===== config.mk =====
export PLATFORM = sky130hd
export DESIGN_NAME = request_control_flat
export DESIGN_NICKNAME = d
export VERILOG_FILES = /design/src/rtl/request_control_if.sv /design/src/rtl/request_control.sv /design/src/flat_wrapper.sv
export SDC_FILE = /design/constraint.sdc
export NUM_CORES = 1
export LEC_CHECK = 0
export CAP_MARGIN = 20
export CORE_MARGIN = 1.5
export CORE_UTILIZATION = 43
export DETAILED_ROUTE_END_ITERATION = 10
export HOLD_SLACK_MARGIN = 0.12
export PLACE_DENSITY_LB_ADDON = 0.3
export SLEW_MARGIN = 40
export SYNTH_ARGS = -nofsm -noshare
export SYNTH_HDL_FRONTEND = slang
export SYNTH_SLANG_ARGS = --single-unit

===== constraint.sdc =====
create_clock -name clk -period 0.8 [get_ports clk]
set_input_delay 0.24 -clock clk [delete_from_list [all_inputs] [get_ports clk]]
set_output_delay 0.24 -clock clk [all_outputs]
set_load 0.03 [all_outputs]

===== src/rtl/request_control_if.sv =====
// Button, position and request-status signals exchanged between the
// request-capture stage and its surroundings (buttons, state controller,
// lamp drivers). The block itself connects through the slave modport.
interface request_control_if;
  // raw buttons (asynchronous levels)
  logic [3:0] cab_btn;
  logic [2:0] hall_up;   // bit i = floor i+1
  logic [2:0] hall_dn;   // bit i = floor i+2
  // from the state controller
  logic [3:0] position;  // one-hot current floor
  logic       opendoor;
  // request status
  logic [3:0] allReq_reg;
  logic       up_need;
  logic       down_need;
  // lamps
  logic [3:0] cab_lamp;
  logic [2:0] up_lamp;
  logic [2:0] dn_lamp;

  modport master (
    output cab_btn, hall_up, hall_dn, position, opendoor,
    input  allReq_reg, up_need, down_need, cab_lamp, up_lamp, dn_lamp
  );

  modport slave (
    input  cab_btn, hall_up, hall_dn, position, opendoor,
    output allReq_reg, up_need, down_need, cab_lamp, up_lamp, dn_lamp
  );
endinterface


===== src/rtl/request_control.sv =====
// Request-capture stage for a 4-storey elevator: synchronises and
// edge-detects the 10 buttons, latches pending requests, clears the
// requests of the current floor while the door is open, and registers the
// per-floor request mask plus up/down "need" flags for the state controller.
module request_control (
  input logic           clk,
  input logic           switch,   // master switch, synchronous active-low reset
  request_control_if.slave bus
);

  // Bit layout of the flattened button vector:
  //   [3:0] cab floors 1-4, [6:4] hall up floors 1-3, [9:7] hall down floors 2-4
  logic [9:0] btn_raw;
  logic [9:0] s1_reg;
  logic [9:0] s2_reg;
  logic [9:0] prev_reg;
  logic [9:0] rise;

  assign btn_raw = {bus.hall_dn, bus.hall_up, bus.cab_btn};

  genvar gi;
  generate
    for (gi = 0; gi < 10; gi++) begin : g_btn
      // Two-flop synchroniser plus history flop for rising-edge detection
      always_ff @(posedge clk) begin
        if (!switch) begin
          s1_reg[gi]   <= 1'b0;
          s2_reg[gi]   <= 1'b0;
          prev_reg[gi] <= 1'b0;
        end else begin
          s1_reg[gi]   <= btn_raw[gi];
          s2_reg[gi]   <= s1_reg[gi];
          prev_reg[gi] <= s2_reg[gi];
        end
      end
      assign rise[gi] = s2_reg[gi] & ~prev_reg[gi];
    end
  endgenerate

  logic [3:0] cab_req_reg, cab_req_next;
  logic [2:0] up_req_reg,  up_req_next;
  logic [2:0] dn_req_reg,  dn_req_next;
  logic [3:0] cab_clr;
  logic [2:0] up_clr;
  logic [2:0] dn_clr;
  logic [3:0] floor_req;

  // Clear masks: every request belonging to the open-door floor. Hall-down
  // bit i lives on floor i+2, hence the shifted position slice.
  assign cab_clr = {4{bus.opendoor}} & bus.position;
  assign up_clr  = {3{bus.opendoor}} & bus.position[2:0];
  assign dn_clr  = {3{bus.opendoor}} & bus.position[3:1];

  // Set on rise, clear at the open floor; clear is applied last so it wins
  always_comb begin
    cab_req_next = (cab_req_reg | rise[3:0]) & ~cab_clr;
    up_req_next  = (up_req_reg  | rise[6:4]) & ~up_clr;
    dn_req_next  = (dn_req_reg  | rise[9:7]) & ~dn_clr;
  end

  // Request register state
  always_ff @(posedge clk) begin
    if (!switch) begin
      cab_req_reg <= 4'b0;
      up_req_reg  <= 3'b0;
      dn_req_reg  <= 3'b0;
    end else begin
      cab_req_reg <= cab_req_next;
      up_req_reg  <= up_req_next;
      dn_req_reg  <= dn_req_next;
    end
  end

  assign floor_req = cab_req_reg | {1'b0, up_req_reg} | {dn_req_reg, 1'b0};

  logic [3:0] above_mask;
  logic [3:0] below_mask;

  // Floors strictly above / below the current floor; a non-one-hot position
  // yields empty masks so both needs drop to 0
  always_comb begin
    above_mask = 4'b0000;
    below_mask = 4'b0000;
    case (bus.position)
      4'b0001: begin above_mask = 4'b1110; below_mask = 4'b0000; end
      4'b0010: begin above_mask = 4'b1100; below_mask = 4'b0001; end
      4'b0100: begin above_mask = 4'b1000; below_mask = 4'b0011; end
      4'b1000: begin above_mask = 4'b0000; below_mask = 4'b0111; end
      default: begin above_mask = 4'b0000; below_mask = 4'b0000; end
    endcase
  end

  logic [3:0] all_req_reg;
  logic       up_need_reg;
  logic       down_need_reg;

  // Registered request mask and direction needs (needs look at the
  // already-registered mask, giving one extra stage of latency)
  always_ff @(posedge clk) begin
    if (!switch) begin
      all_req_reg   <= 4'b0;
      up_need_reg   <= 1'b0;
      down_need_reg <= 1'b0;
    end else begin
      all_req_reg   <= floor_req;
      up_need_reg   <= |(all_req_reg & above_mask);
      down_need_reg <= |(all_req_reg & below_mask);
    end
  end

  assign bus.allReq_reg = all_req_reg;
  assign bus.up_need    = up_need_reg;
  assign bus.down_need  = down_need_reg;
  assign bus.cab_lamp   = cab_req_reg;
  assign bus.up_lamp    = up_req_reg;
  assign bus.dn_lamp    = dn_req_reg;

endmodule

===== src/flat_wrapper.sv =====
// flat-port wrapper written by rule: the top's interface ports become plain ports
module request_control_flat 
  (clk, switch, bus_cab_btn, bus_hall_up, bus_hall_dn, bus_position, bus_opendoor, bus_allReq_reg, bus_up_need, bus_down_need, bus_cab_lamp, bus_up_lamp, bus_dn_lamp);
  request_control_if bus_i ();
  input logic clk;
  input logic switch;
  input wire logic [$bits(bus_i.cab_btn)-1:0] bus_cab_btn;
  input wire logic [$bits(bus_i.hall_up)-1:0] bus_hall_up;
  input wire logic [$bits(bus_i.hall_dn)-1:0] bus_hall_dn;
  input wire logic [$bits(bus_i.position)-1:0] bus_position;
  input wire logic [$bits(bus_i.opendoor)-1:0] bus_opendoor;
  output wire logic [$bits(bus_i.allReq_reg)-1:0] bus_allReq_reg;
  output wire logic [$bits(bus_i.up_need)-1:0] bus_up_need;
  output wire logic [$bits(bus_i.down_need)-1:0] bus_down_need;
  output wire logic [$bits(bus_i.cab_lamp)-1:0] bus_cab_lamp;
  output wire logic [$bits(bus_i.up_lamp)-1:0] bus_up_lamp;
  output wire logic [$bits(bus_i.dn_lamp)-1:0] bus_dn_lamp;
  assign bus_i.cab_btn = bus_cab_btn;
  assign bus_i.hall_up = bus_hall_up;
  assign bus_i.hall_dn = bus_hall_dn;
  assign bus_i.position = bus_position;
  assign bus_i.opendoor = bus_opendoor;
  assign bus_allReq_reg = bus_i.allReq_reg;
  assign bus_up_need = bus_i.up_need;
  assign bus_down_need = bus_i.down_need;
  assign bus_cab_lamp = bus_i.cab_lamp;
  assign bus_up_lamp = bus_i.up_lamp;
  assign bus_dn_lamp = bus_i.dn_lamp;
  request_control u_core (.clk(clk), .switch(switch), .bus(bus_i));
endmodule

== Word level (Yosys, flattened, before mapping) ==
Index checks and enable logic that the tools add are counted.

* Eq/ne operators: 4
* Bitwise operators: 36
* Reduce and logical (&&, ||, !) cells: 2
* Multiplexer cells: 2

{| class="wikitable"
|+ Operator list
! cell !! count
|-
| AND 3 bit || 4
|-
| AND 4 bit || 3
|-
| one-hot mux 4 bit (3 select lines) || 1
|-
| AND 1 bit || 10
|-
| NOT 1 bit || 10
|-
| one-hot mux 3 bit (3 select lines) || 1
|-
| OR 4 bit || 2
|-
| OR reduction 4 bit || 2
|-
| NOT 3 bit || 2
|-
| OR 3 bit || 2
|-
| AND 4 x 3 -> 4 bit || 1
|-
| equality test 4 x 1 -> 1 bit, second input constant || 1
|-
| equality test 4 x 2 -> 1 bit, second input constant || 1
|-
| equality test 4 x 3 -> 1 bit, second input constant || 1
|-
| equality test 4 bit, second input constant || 1
|-
| NOT 4 bit || 1
|-
| OR 4 x 3 -> 4 bit || 1
|}

* Word-level logic and storage cells: 80
* Register bits after elaboration: 46
* Input port bits: 17

== Longest topological paths before layout ==
Gate-level depths: netlist of the first run.

* Depth after elaboration: 4
* Gate-level depth with buffers: 3
* Mapped depth without buffers: 3

== Worst setup path after synthesis of the first run ==
Ideal clock, no wire load.

* Kind: register -> register
* Start point: reg u_core.all_req_reg[3] (netlist: u_core.bus.allReq_reg[3])
* End point: reg u_core.up_need_reg (netlist: u_core.bus.up_need)
* Path buffers: 0
* Arrival: 930 ps
* Path slack: -205 ps
* Required time: 725 ps
* Clock period less this slack: 1005 ps
* Cell stages (with the launch flop): 4
* Library setup time: 75 ps
* Cells stage by stage: dfxtp_1 nand2_1 mux2_2 o22ai_1

* Longest elaborated chain between the ends: 2

{| class="wikitable"
|+ RTL lines
! what !! RTL line !! text
|-
| start, declared || request_control.sv:93 || <nowiki>logic [3:0] all_req_reg;</nowiki>
|-
| start signal, assigned || request_control.sv:105 || <nowiki>all_req_reg <= floor_req;</nowiki>
|-
| AND 4 bit || request_control.sv:106 || <nowiki>up_need_reg <= |(all_req_reg & above_mask);</nowiki>
|-
| OR reduction 4 bit || request_control.sv:106 ||
|-
| end signal, assigned || request_control.sv:106 ||
|-
| end, declared || request_control.sv:94 || <nowiki>logic up_need_reg;</nowiki>
|}

No other way between the ends.
A chain may end at the register's enable or synchronous reset.

== Final worst setup path of the first run ==
* Start point: reg u_core.all_req_reg[2] (netlist: u_core.bus.allReq_reg[2])
* End point: out bus_allReq_reg[2]

{| class="wikitable"
|+ RTL lines
! what !! RTL line !! text
|-
| end, declared || flat_wrapper.sv:12 || <nowiki>output wire logic [$bits(bus_i.allReq_reg)-1:0] bus_allReq_reg;</nowiki>
|}

No word-level cell between the ends.

==> results by group, run 1 <==
Status
  • Status: complete, but fails checks
  • Failing checks: setup timing

Clock tree
  • Htree depth: 2
  • Num CTS Buffers: 5
  • Max Root-Sink Buffers: 2
  • Clock slew seen by the registers of the worst setup and hold paths: roughly 120 ps
  • CTS tree: yes
  • Clk Latency, worst-skew pair: ~350 ps
  • Clk Tree Root Cell: clkbuf_4
  • # hold bufs at CTS: 0
  • Clk sinks: 46

Placed design
  • HPWL Detailed: around 1.8 mm
  • Buffers on Ports: 32
  • GPL Wtd Cong: around 0.82
  • Placed cell areas: ~1800 um2
  • DP Worst Slack: -596.1 ps

Layout
  • Fill count: about 240
  • Share of post-route cells with drive strength above 1: about 38%
  • NumNets Final: between 200 and 250
  • Final instance area: 2186 um2
  • Number of antenna repair diodes: 0
  • Layout Utilization: between 70% and 80%
  • Area growth from synthesis to layout: 53.65%

Critical path
  • Worst-path fanout max: 2
  • Critical path cell sequence: buf_6
  • Critical Path Source Type: register
  • Crit path capture type: output pin
  • Arr. time, crit path: 850 ps
  • Critical Path Start: u_core.bus.allReq_reg[2]
  • CP max stage cell: dfxtp_4
  • R2r startpoint: u_core.bus.allReq_reg[3]
  • Worst stage delay on the critical path: between 300 and 400 ps
  • CP Data Required Time: about 560 ps
  • Setup Crit Path Kind: reg -> out
  • Worst Path Buf+Inv: 1
  • Crit-path leading delay family: flip-flops

Synth
  • FFs w/ async S/R, synth: 0%
  • Ys Warns: 0
  • Netlist Area Pre-Place: between 1000 and 1500 um2
  • Seq/Total Area, Yosys: approximately 65%
  • Top cell type's share of synthesized area: roughly two thirds
  • Largest cells by area after synthesis: dfxtp_1 (65%), and2_1 (13%), a21oi_1 (3.5%)
  • Synth area leader: dfxtp_1
  • Average size of a mapped cell: 10.38 um2
  • Synthesized Nets: 154
  • Most frequent cell after synthesis: dfxtp_1
  • Top_reg_cell synth: dfxtp_1
  • #FFs+latches synth: 46
  • Synth cell count leaders: dfxtp_1 (46), and2_1 (30), nor2_1 (12)
  • Yosys cell types: 21
  • EDFF count, synth: 0
  • Mapped Cells: around 140

Drt
  • Final WL: 2.897 mm
  • Number of vias per cell: 4.517
  • WL per Instance: roughly 12 um
  • Final ANT Viol Nets: 0
  • Initial drt markers: 39
  • First-pass DRT Iterations: 4
  • DRC viols: 0
  • Via Count: ~1100

Timing
  • Rel. slew slack: between 80% and 90%
  • Min Clock Period, post-route: about 1100 ps
  • Final Setup Violations: 20
  • Setup slack after layout: -285.8 ps
  • Final hold violations: 0
  • Final max-slew violation count: 0
  • Period utilisation layout: 135.7%
  • Least-Margin Pin Slew: roughly 240 ps
  • Max Freq: ~920 MHz
  • Setup repair after global routing missed its margin: true
  • Final Skew: about 6.6 ps

Die
  • Starting density of the core: a little under half
  • Num ports: 33
  • DIE WIDTH: roughly 61 um
  • Die area: 3663 um2
  • Cell Rows: 20
  • Core ar.: a little over 3000 um2
  • Die Ht: just over 60 um

Hold path
  • Hold path startpoint: bus_opendoor
  • Hold Crit Class: in -> reg

Pwr
  • Pwr dens: 1927 nW/um2
  • VDD IR-drop max: roughly 0.0013 V
  • Lkg Pwr: 0.0009480 uW

Global routing
  • GRT Resource Usage Total: 17.50%
  • Initial antenna violation count: 0
  • Largest net degree at the start of global routing: 18
  • Via count of the first global-routing pass: roughly 1000
  • First-pass GRT wire length: between 4 and 5 mm
  • Total congestion overflow: 0

Flow run
  • MaxCap Viol Count: 0
[logic make-up (layout without fill, tap and decap cells)]
| logic type | after synthesis | after routing | share of synthesized area [%] |
|---|---|---|---|
| AO/OA/AOI/OAI | 20 | 20 | 9.411 |
| AND/OR/NAND/NOR | 55 | 55 | 20.84 |
| flip-flops | 46 | 46 | 64.73 |
| buffers and inverters | 15 | 74 | 4.221 |
| multiplexers | 1 | 1 | 0.7915 |
[per-stage QoR]
step,hold WS [ps],power [uW],cells,setup TNS [ps]
after floorplan,354.2,2667,137,-64.85
after global placement,415.5,2864,218,-17670
after detailed placement,419.9,2883,218,-19080
after CTS,444.8,4246,239,-4803
after global routing,296.2,4382,240,-5289
final,292.6,4212,240,-4658
[timing repair]
| item | 4_1_cts | 5_1_grt |
|---|---|---|
| cloned | 1 | 0 |
| buffers inserted | 12 | 3 |
| pin swaps | 3 | 2 |
| resized for setup | 41 | 6 |
| setup endpoints to repair | 44 | 28 |
[worst paths after layout]
| check | to | slack, ps | cells after the start |
|---|---|---|---|
| max reg2reg | u_core.bus.up_need | -170 | 3 |
| min | u_core.bus.cab_lamp[0] | 290 | 4 |
| max | bus_allReq_reg[2] | -290 | 1 |
| min reg2reg | u_core.s2_reg[7] | 450 | 1 |
[cells in the final DEF, fill, tap and decap left out]
master	count
clkbuf_4	5
nor2b_4	1
dfxtp_2	13
o311ai_4	1
clkdlybuf4s50_1	10
nor2_1	12
a311oi_2	1
nand3_1	1
nand2_2	1
o31a_1	2
buf_6	22
and2_1	30
o22ai_2	1
dfxtp_4	3
a21oi_2	2
o21a_1	2
buf_12	1
a21oi_1	8
inv_2	1
dlygate4sd2_1	4
nor2b_1	1
clkbuf_8	3
o2111ai_1	1
buf_4	15
inv_1	10
mux2_4	1
dlymetal6s2s_1	2
nand2_1	8
a211oi_2	1
nor3_2	1
dfxtp_1	30
o21ai_1	1
bufbuf_16	1
[layout make-up]
cell class	count	area [um2]	share of cell area (%)
sequential	46	948.4	43.39
timing repair buffer	55	573.1	26.22
multi-input combinational	76	489.2	22.38
clock buffer	8	78.83	3.606
tap	44	55.05	2.519
inverter	11	41.29	1.889
[routing by layer]
metal / GRT usage (%) / share of wire [%] / up-vias
met2: 30.90 / 51 / 32
met5: 0 / 0 / -
met4: 8.696 / 1.4 / 0
met1: 19.68 / 43 / 490
met3: 4.264 / 4.2 / 7
li1: - / - / 555
[where the power goes]
group / switching (uW) / internal (uW)
Sequential: 43.9 / 2380
Combinational: 231 / 293
Clock: 660 / 601
[worst min-delay path, stage by stage]
cell and delay [ps]:
dlymetal6s2s_1 160, nand2_1 80, nand2_1 80, nor2_1 50
No activity file was read; power rests on OpenSTA's default activity.
==> run 2, diff against run 1 <==
--- a/config.mk
+++ b/config.mk
@@ -11,6 +11,7 @@
 export DETAILED_ROUTE_END_ITERATION = 10
 export HOLD_SLACK_MARGIN = 0.12
 export PLACE_DENSITY_LB_ADDON = 0.3
+export RECOVER_POWER = 25
 export SLEW_MARGIN = 40
 export SYNTH_ARGS = -nofsm -noshare
 export SYNTH_HDL_FRONTEND = slang
==> run 2 against run 1 <==
The flow still finishes with violations (setup timing). Hold slack better by 2.2 ps. Final area down 1.9%. First-iteration DRC count down 13%. Wire length up 0.69%. Sequential cell count unchanged. Fmax about the same. Clock power about the same. Critical path depth unchanged. Core utilization down 1.4 points. Via count down 0.65%. Critical endpoint unchanged. Largest power group unchanged. Highest routed layer unchanged.
==> results by group, run 2 (synthesis gave the netlist of run 1 again) <==
Status
  • Status: complete, but fails checks
  • Failing checks: setup timing

Clock tree
  • CTS tree: yes
  • Clk Tree Root Cell: clkbuf_4
  • Htree depth: 2 (unchanged)
  • Clk sinks: 46 (unchanged)
  • Num CTS Buffers: 5 (unchanged)
  • Max Root-Sink Buffers: 2 (unchanged)
  • Clock slew seen by the registers of the worst setup and hold paths: 120 ps (about the same)
  • Clk Latency, worst-skew pair: 340 ps (about the same)

Die
  • Die Ht: 60.52 um (unchanged)
  • Cell Rows: 20 (unchanged)
  • Num ports: 33 (unchanged)
  • Starting density of the core: 45.85% (unchanged)
  • DIE WIDTH: 60.52 um (unchanged)
  • Core ar.: 3103 um2 (unchanged)
  • Die area: 3663 um2 (unchanged)

Drt
  • Number of vias per cell: 4.488 (-0.65%)
  • Final WL: 2.917 mm (+0.69%)
  • First-pass DRT Iterations: 4 (unchanged)
  • Final ANT Viol Nets: 0 (unchanged)
  • DRC viols: 0 (unchanged)
  • Via Count: 1077 (-0.65%)
  • WL per Instance: 12.15 um (+0.69%)
  • Initial drt markers: 34 (-13%)

Hold path
  • Hold Crit Class: in -> reg
  • WHS Path Cells: 4 (unchanged)
  • Hold endpoint: u_core.bus.up_lamp[0]
  • Hold path startpoint: bus_opendoor

Global routing
  • GR Util met3: 4.264% (unchanged)
  • Total congestion overflow: 0 (unchanged)
  • Via count of the first global-routing pass: 1047 (unchanged)
  • First-pass GRT wire length: 4.588 mm (unchanged)
  • M2 GR Usage: 30.90% (unchanged)
  • GRT Resource Usage Total: 17.50% (unchanged)
  • Grt peak-use layer: met2
  • Initial antenna violation count: 0 (unchanged)
  • Largest net degree at the start of global routing: 18 (unchanged)
  • Grt met1 use: 19.68% (unchanged)

Timing
  • Least-Margin Pin Slew: 355.2 ps (+119.8 ps)
  • Max Freq: 921.4 MHz (about the same)
  • Final Skew: 7.436 ps (+0.8725 ps)
  • Final Setup Violations: 39 (+95%)
  • Final max-slew violation count: 0 (unchanged)
  • Setup slack after layout: -285.3 ps (+0.4760 ps)
  • Rel. slew slack: 76.32% (-8.0 points)
  • Min Clock Period, post-route: 1085 ps (-0.4760 ps)
  • Period utilisation layout: 135.7% (about the same)
  • Setup repair after global routing missed its margin: true
  • Final hold violations: 0 (unchanged)
  • Setup TNS: -6293 ps (-1635 ps)

Layout
  • Number of antenna repair diodes: 0 (unchanged)
  • Final instance area: 2143 um2 (-1.9%)
  • NumNets Final: 212 (unchanged)
  • Most frequent cells in the layout: and2_1 (30), dfxtp_1 (30), buf_6 (22)
  • Fill count: 248 (+2.5%)
  • Area growth from synthesis to layout: 50.66%
  • Finished Layout Cells: 240 (unchanged)
  • Share of post-route cells with drive strength above 1: 37.76% (unchanged)

Critical path
  • R2r startpoint: u_core.bus.allReq_reg[3]
  • Reg2reg end: u_core.bus.up_need
  • Critical path cell sequence: buf_6
  • CP max stage cell: dfxtp_4
  • Crit-path leading delay family: flip-flops
  • Worst stage delay on the critical path: 370 ps (about the same)
  • Reg2Reg Depth: 3 (unchanged)
  • Worst-path fanout max: 2 (unchanged)
  • CP Data Required Time: 560 ps (about the same)
  • Worst Path Buf+Inv: 1 (unchanged)
  • Arr. time, crit path: 850 ps (about the same)
  • Reg2Reg Setup Slack: -170 ps (about the same)
  • Setup Crit Path Kind: reg -> out
  • Crit path capture type: output pin
  • Critical Path Source Type: register

Pwr
  • VDD IR-drop max: 0.001255 V (about the same)
  • Pwr dens: 1953 nW/um2 (+1.4%)
  • Lkg Pwr: 0.0009273 uW (-2.2%)

Placed design
  • Placed cell areas: 1842 um2 (unchanged)
  • GPL Wtd Cong: 0.8185 (unchanged)
  • Placed cells: 218 (unchanged)
  • HPWL Detailed: 1.780 mm (unchanged)
  • Buffers on Ports: 32 (unchanged)
  • DP Worst Slack: -596.1 ps (unchanged)

Flow run
  • MaxCap Viol Count: 0 (unchanged)
-- run 2: how the worst max path moves through the flow --
stage / endpoint / cells past startpoint / slack, ps / start
4_1_cts: bus_cab_lamp[3] / 1 / -300 / u_core.bus.cab_lamp[3]
3_3_place_gp: u_core.bus.down_need / 4 / -520 / bus_position[1]
2_1_floorplan: u_core.bus.up_need / 3 / -60 / u_core.bus.allReq_reg[3]
5_1_grt: bus_dn_lamp[2] / 1 / -310 / u_core.bus.dn_lamp[2]
3_5_place_dp: u_core.bus.up_need / 4 / -600 / bus_position[1]
6_report: bus_allReq_reg[2] / 1 / -290 / u_core.bus.allReq_reg[2]
-- run 2: through the flow --
step	power, uW	hold slack [ps]	utilization (%)
after detailed placement	2883	419.9	59.35
after floorplan	2667	354.2	-
after CTS	4246	444.8	69.80
final	4186	294.8	69.07
after global routing	4354	298.1	69.07
after global placement	2864	415.5	59.35
-- run 2: cell type report --
cell class / count / area, um2 / share of cell area (%)
Sequential cell: 46 / 948.4 / 44.25
Clock buffer: 8 / 78.83 / 3.678
Inverter: 11 / 41.29 / 1.926
Multi-Input combinational cell: 76 / 489.2 / 22.83
Timing Repair Buffer: 55 / 530.5 / 24.75
Tap cell: 44 / 55.05 / 2.569
-- run 2: worst reg2reg max path, delay by kind of cell, from the launching register on --
kind / cells / cell delay (ps)
AO/OA/AOI/OAI: 2 / 370
flip-flops: 1 / 360
buffers and inverters: 1 / 120
-- run 2: power by group --
group / switching [uW] / total (uW) / internal, uW
registers: 43.9 / 2430 / 2380
clock network: 661 / 1260 / 601
logic: 230 / 497 / 267
-- run 2: timing repair --
item / CTS / global route
setup endpoints to repair: 44 / 28
resized for setup: 41 / 6
hold buffers: 0 / 0
pin swaps: 3 / 2
cloned: 1 / 0
setup buffers: 12 / 3
-- run 2: layer usage --
metal  routed length (um)  vias to the layer above  share of wire, %
met1                 1253                      488                43
met5                    0                        -                 0
met2                 1486                       30                51
met4                   55                        0               1.9
li1                     -                      551                 -
met3                  121                        8               4.1
==> run 3, diff against run 2 <==
--- a/config.mk
+++ b/config.mk
@@ -9,6 +9,7 @@
 export CORE_MARGIN = 1.5
 export CORE_UTILIZATION = 43
 export DETAILED_ROUTE_END_ITERATION = 10
+export DONT_BUFFER_PORTS = 1
 export HOLD_SLACK_MARGIN = 0.12
 export PLACE_DENSITY_LB_ADDON = 0.3
 export RECOVER_POWER = 25
==> run 3 against run 2 <==
The flow finishes with violations (hold timing, setup timing). Setup slack got worse by 23 ps. Total power decreased by 6.5%. Via count decreased by 5.9%. Clock power decreased by 13%. Clock-buffer cell count decreased by 1. First-iteration DRC count decreased by 35%. Highest routed layer unchanged. Sequential share of layout area increased by 3.4 points. Register-to-register slack about the same.
==> results by group, run 3 (synthesis gave the netlist of run 1 again) <==
Drt
  • Final ANT Viol Nets: 0 (unchanged)
  • Final WL: 2.551 mm (-13%)
  • WL per Instance: 11.65 um (-4.2%)
  • Number of vias per cell: 4.626 (+3.1%)
  • Initial drt markers: 22 (-35%)
  • Via Count: 1013 (-5.9%)
  • First-pass DRT Iterations: 4 (unchanged)
  • DRC viols: 0 (unchanged)

Hold path
  • Hold Crit Class: in -> reg
  • WHS Path Cells: 1 (-3)

Layout
  • Most frequent cells in the layout: and2_1 (30), dfxtp_1 (30), dlygate4sd3_1 (13)
  • Fill count: 269 (+8.5%)
  • Register Area: 968.4 um2 (+2.1%)
  • NumNets Final: 191 (-9.9%)
  • Multi-input gate area: 490.5 um2 (+0.26%)
  • Area growth from synthesis to layout: 43.01%
  • Number of antenna repair diodes: 0 (unchanged)
  • Finished Layout Cells: 219 (-8.8%)
  • Share of post-route cells with drive strength above 1: 30.86% (-6.9 points)

Pwr
  • VDD IR-drop max: 0.0008343 V (-34%)
  • Clock network power share: 28.1% (-2.1 points)
  • Lkg Pwr: 0.0008259 uW (-11%)
  • Sw power: 891.0 uW (-4.7%)
  • Switching Share: 22.77% (+0.43 points)
  • Pwr dens: 1924 nW/um2 (-1.5%)
  • Logic gate share of total power: 9.9% (-2.0 points)
  • Seq pwr share: 62.1% (+4.1 points)
  • Int Power: 3023 uW (-7.0%)

Clock tree
  • Clk Latency, worst-skew pair: 350 ps (about the same)
  • Num CTS Buffers: 5 (unchanged)
  • Max Root-Sink Buffers: 2 (unchanged)
  • CTS tree: yes
  • Clock slew seen by the registers of the worst setup and hold paths: 130 ps (about the same)
  • Clk sinks: 46 (unchanged)
  • Clk Tree Root Cell: clkbuf_4
  • Htree depth: 2 (unchanged)
  • # hold bufs at CTS: 14 (+14)

Die
  • Die Ht: 60.52 um (unchanged)
  • Num ports: 33 (unchanged)
  • Cell Rows: 20 (unchanged)
  • Starting density of the core: 45.85% (unchanged)
  • DIE WIDTH: 60.52 um (unchanged)
  • Die area: 3663 um2 (unchanged)
  • Core ar.: 3103 um2 (unchanged)

Critical path
  • CP Data Required Time: 560 ps (about the same)
  • CP max stage cell: dfxtp_4
  • Arr. time, crit path: 870 ps (+20 ps)
  • Critical path cell sequence: buf_12
  • Critical Path Source Type: register
  • Worst Path Buf+Inv: 1 (unchanged)
  • Crit path capture type: output pin
  • Stages on worst setup path: 1 (unchanged)
  • Reg2Reg Depth: 3 (unchanged)
  • Crit-path leading delay family: flip-flops
  • Setup Crit Path Kind: reg -> out
  • Worst stage delay on the critical path: 380 ps (about the same)
  • Worst-path fanout max: 2 (unchanged)

Timing
  • Final Setup Violations: 20 (-49%)
  • Final Skew: 10.95 ps (+3.509 ps)
  • Max Freq: 902.5 MHz (-2.1%)
  • Setup repair after global routing missed its margin: true
  • Final hold violations: 1 (+1)
  • Min Clock Period, post-route: 1108 ps (+22.78 ps)
  • Least-Margin Pin Slew: 233.4 ps (-121.7 ps)
  • Hold WS: -3.828 ps (-298.7 ps)
  • Period utilisation layout: 138.5% (+2.8 points)
  • Final max-slew violation count: 0 (unchanged)
  • Setup slack after layout: -308.1 ps (-22.79 ps)
  • Rel. slew slack: 84.44% (+8.1 points)

Placed design
  • HPWL Detailed: 1.559 mm (-12%)
  • GPL Wtd Cong: 0.6633 (-19%)
  • DP Worst Slack: -33.60 ps (+562.5 ps)
  • Buffers on Ports: 0 (-100%)
  • Placed cells: 189 (-13%)

Global routing
  • Largest net degree at the start of global routing: 42 (+24)
  • First-pass GRT wire length: 4.050 mm (-12%)
  • Via count of the first global-routing pass: 962 (-8.1%)
  • Initial antenna violation count: 0 (unchanged)
  • Total congestion overflow: 0 (unchanged)
  • GRT Resource Usage Total: 15.45% (-2.0 points)

Flow run
  • MaxCap Viol Count: 0 (unchanged)

Status
  • Failing checks: hold timing, setup timing
  • Status: complete, but fails checks
## run 3: cell count changes in the layout (fill, tap and decap cells not counted), moves of 4 or more
cell / before / now
buf_12: 0 / 8
buf_4: 15 / 5
buf_6: 22 / 7
clkdlybuf4s50_1: 10 / 0
dfxtp_2: 13 / 5
dfxtp_4: 3 / 11
dlygate4sd2_1: 4 / 0
dlygate4sd3_1: 0 / 13
## run 3: final timing paths
| check | start | endpoint | slack, ps |
|---|---|---|---|
| worst max-delay path | u_core.bus.dn_lamp[1] | bus_dn_lamp[1] | -310 |
| worst min register to register | u_core.s1_reg[2] | u_core.s2_reg[2] | 440 |
| worst min-delay path | switch | u_core.bus.allReq_reg[2] | -4 |
| worst max register to register | u_core.bus.allReq_reg[1] | u_core.bus.up_need | -160 |
## run 3: what timing repair did
| item | CTS | global route |
|---|---|---|
| setup buffers | 8 | 4 |
| pin swaps | 4 | 6 |
| endpoints found under the setup margin | 19 | 24 |
| cloned | 0 | 0 |
| resized for setup | 22 | 13 |
| endpoints found under the hold margin | 46 | 29 |
## run 3: area by class of cell
cell class	instances	share of cell area, %
Sequential cell	46	47.60
Multi-Input combinational cell	76	24.11
Timing Repair Buffer	34	20.60
Clock buffer	7	2.706
Tap cell	44	2.706
Inverter	11	2.030
Clock inverter	1	0.2460
## run 3: metrics by stage
stage	hold WS [ps]	instance area (um2)	setup TNS (ps)	util, %	total power, uW
finish	-3.828	2034	-4600	65.56	3914
global route	-51.88	2034	-5455	65.56	4120
CTS	-15.64	1991	-4964	64.15	3932
floorplan	354.2	1445	-64.85	-	2667
global placement	358.3	1672	-5.145	53.87	2756
detailed placement	364.0	1672	-41.48	53.87	2766
## run 3: per-layer routing
| metal | track usage, % | share of wire, % |
|---|---|---|
| met1 | 15.93 | 40 |
| met2 | 26.71 | 50 |
| met3 | 7.036 | 7.3 |
| met4 | 7.453 | 2.6 |
| met5 | 0 | 0 |
## run 3: power by group through the flow
stage                     registers (uW)  logic [uW]  clock network (uW)
final                               2430         387                1100
after global routing                2440         416                1260
after CTS                           2430         370                1130
after detailed placement            2500         263                   0
after global placement              2500         258                   0
after floorplan                     2530         135                   0
